===== src/rtl/reaction_round_ctrl_if.sv =====
// Handshake bundle between the reaction-round controller and its environment.
// The master drives start/button; the slave (controller) drives the status and results.
`timescale 1ns/1ps
interface reaction_round_ctrl_if;
  logic        start;
  logic        button;
  logic        go;
  logic        busy;
  logic        done;
  logic        false_start;
  logic        timeout;
  logic [15:0] react_ms;
  logic [15:0] target_ms;

  modport master (
    output start, button,
    input  go, busy, done, false_start, timeout, react_ms, target_ms
  );

  modport slave (
    input  start, button,
    output go, busy, done, false_start, timeout, react_ms, target_ms
  );
endinterface


===== src/rtl/reaction_round_ctrl.sv =====
// One reaction-time round: random delay in ms ticks, light go, time the press.
// Flags false starts and timeouts; every output is a register.
`timescale 1ns/1ps
module reaction_round_ctrl #(
  parameter int          CLK_PER_TICK = 50000,
  parameter logic [15:0] MIN_DELAY    = 16'd500,
  parameter logic [15:0] DELAY_MASK   = 16'h07FF,
  parameter logic [15:0] MAX_REACT    = 16'd9999,
  parameter logic [15:0] LFSR_SEED    = 16'hACE1
) (
  input  logic                 clk,
  input  logic                 rst,
  reaction_round_ctrl_if.slave bus
);

  localparam int             PW        = (CLK_PER_TICK > 2) ? $clog2(CLK_PER_TICK) : 1;
  localparam logic [PW-1:0]  LAST_TICK = PW'(CLK_PER_TICK - 1);

  typedef enum logic [2:0] {S_IDLE, S_ARM, S_WAIT, S_GO, S_RESULT} state_t;

  state_t        r_state;
  logic [15:0]   r_lfsr;
  logic [PW-1:0] r_presc;
  logic [15:0]   r_delay;
  logic          r_btn_q;
  logic          r_go;
  logic          r_busy;
  logic          r_done;
  logic          r_false_start;
  logic          r_timeout;
  logic [15:0]   r_react;
  logic [15:0]   r_target;

  logic          w_press;
  logic          w_tick;
  logic [15:0]   w_lfsr_next;
  logic [PW-1:0] w_presc_next;

  assign w_press      = bus.button & ~r_btn_q;
  assign w_tick       = (r_presc == LAST_TICK);
  assign w_presc_next = w_tick ? '0 : r_presc + PW'(1);
  // Galois right shift; an all-zero register would lock up, so it reloads the seed.
  assign w_lfsr_next  = (r_lfsr == 16'h0000) ? LFSR_SEED
                      : ({1'b0, r_lfsr[15:1]} ^ (r_lfsr[0] ? 16'hB400 : 16'h0000));

  // NOTE: all state below uses non-blocking assignments so every register
  // samples the pre-edge values of the others, independent of statement order.
  always_ff @(posedge clk) begin
    if (rst) begin
      r_state       <= S_IDLE;
      r_lfsr        <= LFSR_SEED;
      r_presc       <= '0;
      r_delay       <= '0;
      r_btn_q       <= 1'b0;
      r_go          <= 1'b0;
      r_busy        <= 1'b0;
      r_done        <= 1'b0;
      r_false_start <= 1'b0;
      r_timeout     <= 1'b0;
      r_react       <= '0;
      r_target      <= '0;
    end else begin
      r_lfsr  <= w_lfsr_next;
      r_btn_q <= bus.button;
      r_done  <= 1'b0;
      r_presc <= w_presc_next;
      case (r_state)
        S_IDLE, S_RESULT: begin
          if (bus.start) begin
            r_state       <= S_ARM;
            r_busy        <= 1'b1;
            r_false_start <= 1'b0;
            r_timeout     <= 1'b0;
            r_react       <= '0;
            r_presc       <= '0;
          end
        end
        S_ARM: begin
          r_target <= MIN_DELAY + (r_lfsr & DELAY_MASK);
          r_delay  <= '0;
          r_presc  <= '0;
          r_state  <= S_WAIT;
        end
        S_WAIT: begin
          // A press outranks reaching the target in the same cycle.
          if (w_press) begin
            r_false_start <= 1'b1;
            r_done        <= 1'b1;
            r_busy        <= 1'b0;
            r_presc       <= '0;
            r_state       <= S_RESULT;
          end else if (r_delay == r_target) begin
            r_go    <= 1'b1;
            r_react <= '0;
            r_presc <= '0;
            r_state <= S_GO;
          end else if (w_tick) begin
            r_delay <= r_delay + 16'd1;
          end
        end
        S_GO: begin
          if (w_press) begin
            r_go    <= 1'b0;
            r_busy  <= 1'b0;
            r_done  <= 1'b1;
            r_presc <= '0;
            r_state <= S_RESULT;
          end else if (r_react == MAX_REACT) begin
            r_timeout <= 1'b1;
            r_go      <= 1'b0;
            r_busy    <= 1'b0;
            r_done    <= 1'b1;
            r_presc   <= '0;
            r_state   <= S_RESULT;
          end else if (w_tick) begin
            r_react <= r_react + 16'd1;
          end
        end
        default: r_state <= S_IDLE;
      endcase
    end
  end

  assign bus.go          = r_go;
  assign bus.busy        = r_busy;
  assign bus.done        = r_done;
  assign bus.false_start = r_false_start;
  assign bus.timeout     = r_timeout;
  assign bus.react_ms    = r_react;
  assign bus.target_ms   = r_target;

endmodule


===== src/flat_wrapper.sv =====
// flat-port wrapper written by rule: the top's interface ports become plain ports
module reaction_round_ctrl_flat 
#(
  parameter int          CLK_PER_TICK = 50000,
  parameter logic [15:0] MIN_DELAY    = 16'd500,
  parameter logic [15:0] DELAY_MASK   = 16'h07FF,
  parameter logic [15:0] MAX_REACT    = 16'd9999,
  parameter logic [15:0] LFSR_SEED    = 16'hACE1
)
  (clk, rst, bus_start, bus_button, bus_go, bus_busy, bus_done, bus_false_start, bus_timeout, bus_react_ms, bus_target_ms);
  reaction_round_ctrl_if bus_i ();
  input  logic clk;
  input  logic rst;
  input wire logic [$bits(bus_i.start)-1:0] bus_start;
  input wire logic [$bits(bus_i.button)-1:0] bus_button;
  output wire logic [$bits(bus_i.go)-1:0] bus_go;
  output wire logic [$bits(bus_i.busy)-1:0] bus_busy;
  output wire logic [$bits(bus_i.done)-1:0] bus_done;
  output wire logic [$bits(bus_i.false_start)-1:0] bus_false_start;
  output wire logic [$bits(bus_i.timeout)-1:0] bus_timeout;
  output wire logic [$bits(bus_i.react_ms)-1:0] bus_react_ms;
  output wire logic [$bits(bus_i.target_ms)-1:0] bus_target_ms;
  assign bus_i.start = bus_start;
  assign bus_i.button = bus_button;
  assign bus_go = bus_i.go;
  assign bus_busy = bus_i.busy;
  assign bus_done = bus_i.done;
  assign bus_false_start = bus_i.false_start;
  assign bus_timeout = bus_i.timeout;
  assign bus_react_ms = bus_i.react_ms;
  assign bus_target_ms = bus_i.target_ms;
  reaction_round_ctrl #(.CLK_PER_TICK(CLK_PER_TICK), .MIN_DELAY(MIN_DELAY), .DELAY_MASK(DELAY_MASK), .MAX_REACT(MAX_REACT), .LFSR_SEED(LFSR_SEED)) u_core (.clk(clk), .rst(rst), .bus(bus_i));
endmodule

===== config.mk =====
export PLATFORM = sky130hd
export DESIGN_NAME = reaction_round_ctrl_flat
export DESIGN_NICKNAME = d
export VERILOG_FILES = /design/src/rtl/reaction_round_ctrl_if.sv /design/src/rtl/reaction_round_ctrl.sv /design/src/flat_wrapper.sv
export SDC_FILE = /design/constraint.sdc
export NUM_CORES = 1
export LEC_CHECK = 0
export BUFFER_PORTS_ARGS = -buffer_cell sky130_fd_sc_hd__buf_2
export CORE_UTILIZATION = 50
export CTS_BUF_LIST = sky130_fd_sc_hd__clkbuf_8
export CTS_CLUSTER_SIZE = 40
export DETAILED_ROUTE_END_ITERATION = 6
export PLACE_DENSITY = 0.69
export SETUP_SLACK_MARGIN = 0.5
export SLEW_MARGIN = 25
export SYNTH_ARGS = -nofsm -noshare
export SYNTH_HDL_FRONTEND = slang
export SYNTH_SLANG_ARGS = --single-unit

===== constraint.sdc =====
create_clock -name clk -period 7 [get_ports clk]
set_input_delay 1.05 -clock clk [delete_from_list [all_inputs] [get_ports clk]]
set_output_delay 1.05 -clock clk [all_outputs]
set_load 0.02 [all_outputs]

==> impl_metrics.env <==
export IMPL_syn_avg_cell_area_um2=8.79
export IMPL_ys_warn_count=0
export IMPL_max_freq_ghz=0.333
export IMPL_setup_tns_ns=0
export IMPL_dr_total_vias=3165
export IMPL_clk_latency_ns=0.35
export IMPL_drv_slew=0
export IMPL_grt_max_degree=30
export IMPL_cts_tree="built"
export IMPL_most_common_layout_cells="dfxtp_1 (85), nand2_1 (42), nor2_1 (41)"
export IMPL_layout_drive_gt1_share_pct=13.6
export IMPL_outcome="complete, no violations"
export IMPL_powerDensity_nw_per_um2=235
export IMPL_regArea_um2=1700
export IMPL_synthXorXnorAreaFrac_pct=9.61
export IMPL_drt_total_wl_mm=7.84
export IMPL_dp_cells=561
export IMPL_dpl_hpwl_mm=5.52
export IMPL_finish_utilization_pct=58.5
export IMPL_yosysUniqueCellTypes=54
export IMPL_drtAntennaViolNets=0
export IMPL_cts_max_level=3
export IMPL_core_area_um2=7410
export IMPL_cp_arrival_ns=3.21
export IMPL_critPathMaxFanout=14
export IMPL_cts_inserted_buffers=9
export IMPL_async_flop_share_pct=0
export IMPL_grt_pass1_wl_mm=14.0
export IMPL_gr_total_overflow=0
export IMPL_cts_sinks=85
export IMPL_cts_resized_gates=0
export IMPL_synth_mux_area_share_pct=0.255
export IMPL_fin_crit_ns=3.00
export IMPL_rsz0062_at_grt="no"
export IMPL_ys_seq_area_share_pct=43.4
export IMPL_power_leakage_uw=0.00162
export IMPL_worstHoldEndpoint="u_core.r_presc[0]"
export IMPL_die_w_um=90.5
export IMPL_worstHoldStart="u_core.r_presc[0]"
export IMPL_num_rows=31
export IMPL_setup_viol=0
export IMPL_port_buffer_count=36
export IMPL_hold_viol_final=0
export IMPL_final_common_cell="dfxtp_1"
export IMPL_die_h_um=90.5
export IMPL_synth_edf_count=0
export IMPL_yosys_area_share_simple_pct=27.0
export IMPL_worstMarginPinSlew_ns=0.938
export IMPL_power_uw=1020
export IMPL_die_area_um2=8200
export IMPL_gp_congestion=0.822
export IMPL_postCtsSetupBuffers=0
export IMPL_place_area_um2=4120
export IMPL_synth_compound_area_share_pct=14.6
export IMPL_grtUsageTotal_pct=20.8
export IMPL_min_period_over_period_pct=42.9
export IMPL_relSlewSlack_pct=37.4
export IMPL_holdCritPathClass="reg2reg"
export IMPL_r2r_cells=6
export IMPL_clock_skew_ns=0.00754
export IMPL_multi_input_area_um2=2110
export IMPL_cts_root_buffer="clkbuf_8"
export IMPL_yosysTopAreaCell="dfxtp_1"
export IMPL_critPathKind="reg2reg"
export IMPL_grt_pass1_vias=2966
export IMPL_synth_adder_area_share_pct=1.60
export IMPL_drt_first_pass_iters=4
export IMPL_synth_top_area_share_pct=43.4
export IMPL_wl_per_cell_um=13.6
export IMPL_ys_top_cells_by_area="dfxtp_1 (43%), xor2_1 (5.1%), a21oi_1 (4.7%)"
export IMPL_synth_top_family_by_area="simple AND/OR/NAND/NOR gates"
export IMPL_syn_area_um2=3920
export IMPL_fin_area_um2=4330
export IMPL_fin_nets=482
export IMPL_cts_hold_buffers=0
export IMPL_fin_cells=577
export IMPL_critPathCaptureType="register"
export IMPL_area_growth_syn_to_layout_pct=10.5
export IMPL_drv_cap=0
export IMPL_syn_inst=446
export IMPL_cp_required_ns=7.21
export IMPL_r2r_end="u_core.r_delay[13]"
export IMPL_clkSlewWorstSetupHoldPaths_ns=0.08
export IMPL_ys_flop_type="dfxtp_1"
export IMPL_start_util_pct=52.9
export IMPL_r2r_start="u_core.r_delay[12]"
export IMPL_rrSetupSlack_ns=4.00
export IMPL_ir_drop_v=0.000203
export IMPL_antenna_found_initial=0
export IMPL_drt_iter0_drc=131
export IMPL_ys_ff_latch=85
export IMPL_io_pins=41
export IMPL_antenna_cells=0
export IMPL_hold_depth=1
export IMPL_via_per_inst=5.49
export IMPL_crit_path_start_kind="register"
export IMPL_fill_cells=692
export IMPL_post_route_drc_count=0
export IMPL_clk_path_buf_depth=2
## worst max-delay path: stages, from the launching register on
cell	delay [ns]
dfxtp_1	0.34
or4_1	0.57
nor4_2	0.33
nand4_2	0.41
o2111ai_1	0.93
or4_1	0.22
a21oi_1	0.07
## area by class of cell
cell class | instances | area share [%]
Sequential cell | 85 | 39.3
Clock buffer | 10 | 3.18
Timing Repair Buffer | 36 | 4.16
Clock inverter | 6 | 1.47
Multi-Input combinational cell | 336 | 48.6
Inverter | 5 | 0.433
Tap cell | 99 | 2.86
## how the worst max path moves through the flow
stage,start,to,depth (start not counted)
final,u_core.r_delay[12],u_core.r_delay[13],6
after CTS,u_core.r_delay[12],u_core.r_delay[13],6
after floorplan,bus_start,u_core.bus.react_ms[11],7
after global placement,bus_start,u_core.bus.react_ms[9],7
after global routing,u_core.r_delay[12],u_core.r_delay[3],6
after detailed placement,u_core.r_delay[12],u_core.r_delay[13],6
## cell families after synthesis
group / count (synthesis)
multiplexers: 1
XOR/XNOR: 43
AND/OR/NAND/NOR: 197
other: 1
adder cells (fa/ha/maj): 5
flip-flops: 85
AO/OA/AOI/OAI: 86
buffers and inverters: 28
## per-stage QoR
| stage | hold slack, ns | setup WS, ns |
|---|---|---|
| 5_1_grt | 0.462 | 3.67 |
| 3_5_place_dp | 0.428 | 3.98 |
| 6_report | 0.445 | 4.00 |
| 3_3_place_gp | 0.425 | 4.05 |
| 4_1_cts | 0.449 | 3.92 |
| 2_1_floorplan | 0.412 | 4.38 |
## registers in the layout (all words and copies together), names as in the netlist
name                    flops
u_core.bus.busy             1
u_core.r_presc             16
u_core.bus.timeout          1
u_core.r_btn_q              1
u_core.bus.target_ms       12
u_core.r_state              3
u_core.r_lfsr              16
u_core.bus.false_start      1
u_core.bus.go               1
u_core.r_delay             16
u_core.bus.done             1
u_core.bus.react_ms        16
## report_power, final
part	total (uW)	internal, uW	switching, uW
clock	346	174	172
sequential	526	504	21.8
combinational	145	46.9	98.5
total	1020	725	293
## synthesized netlist by cell type (6+ instances only)
library cell,n
nor2_1,41
o31ai_1,6
and2_1,10
nand2b_1,10
nor3_1,6
clkbuf_1,13
a211oi_1,6
a21oi_1,37
and3_1,12
nand3_1,16
and4_1,6
or3_1,17
o21ai_0,12
or4_1,7
nand2_1,42
xor2_1,23
dfxtp_1,85
xnor2_1,20
nand4_1,7
## per-layer routing
layer  up-vias  wire (um)  track usage, %
met5         -          0               0
met4         0         92            5.78
met3         6        271            5.30
met2        48       3580            33.0
met1      1478       3890            28.0
li1       1633          -               -
Note: power is estimated with default switching activity, not from simulation.
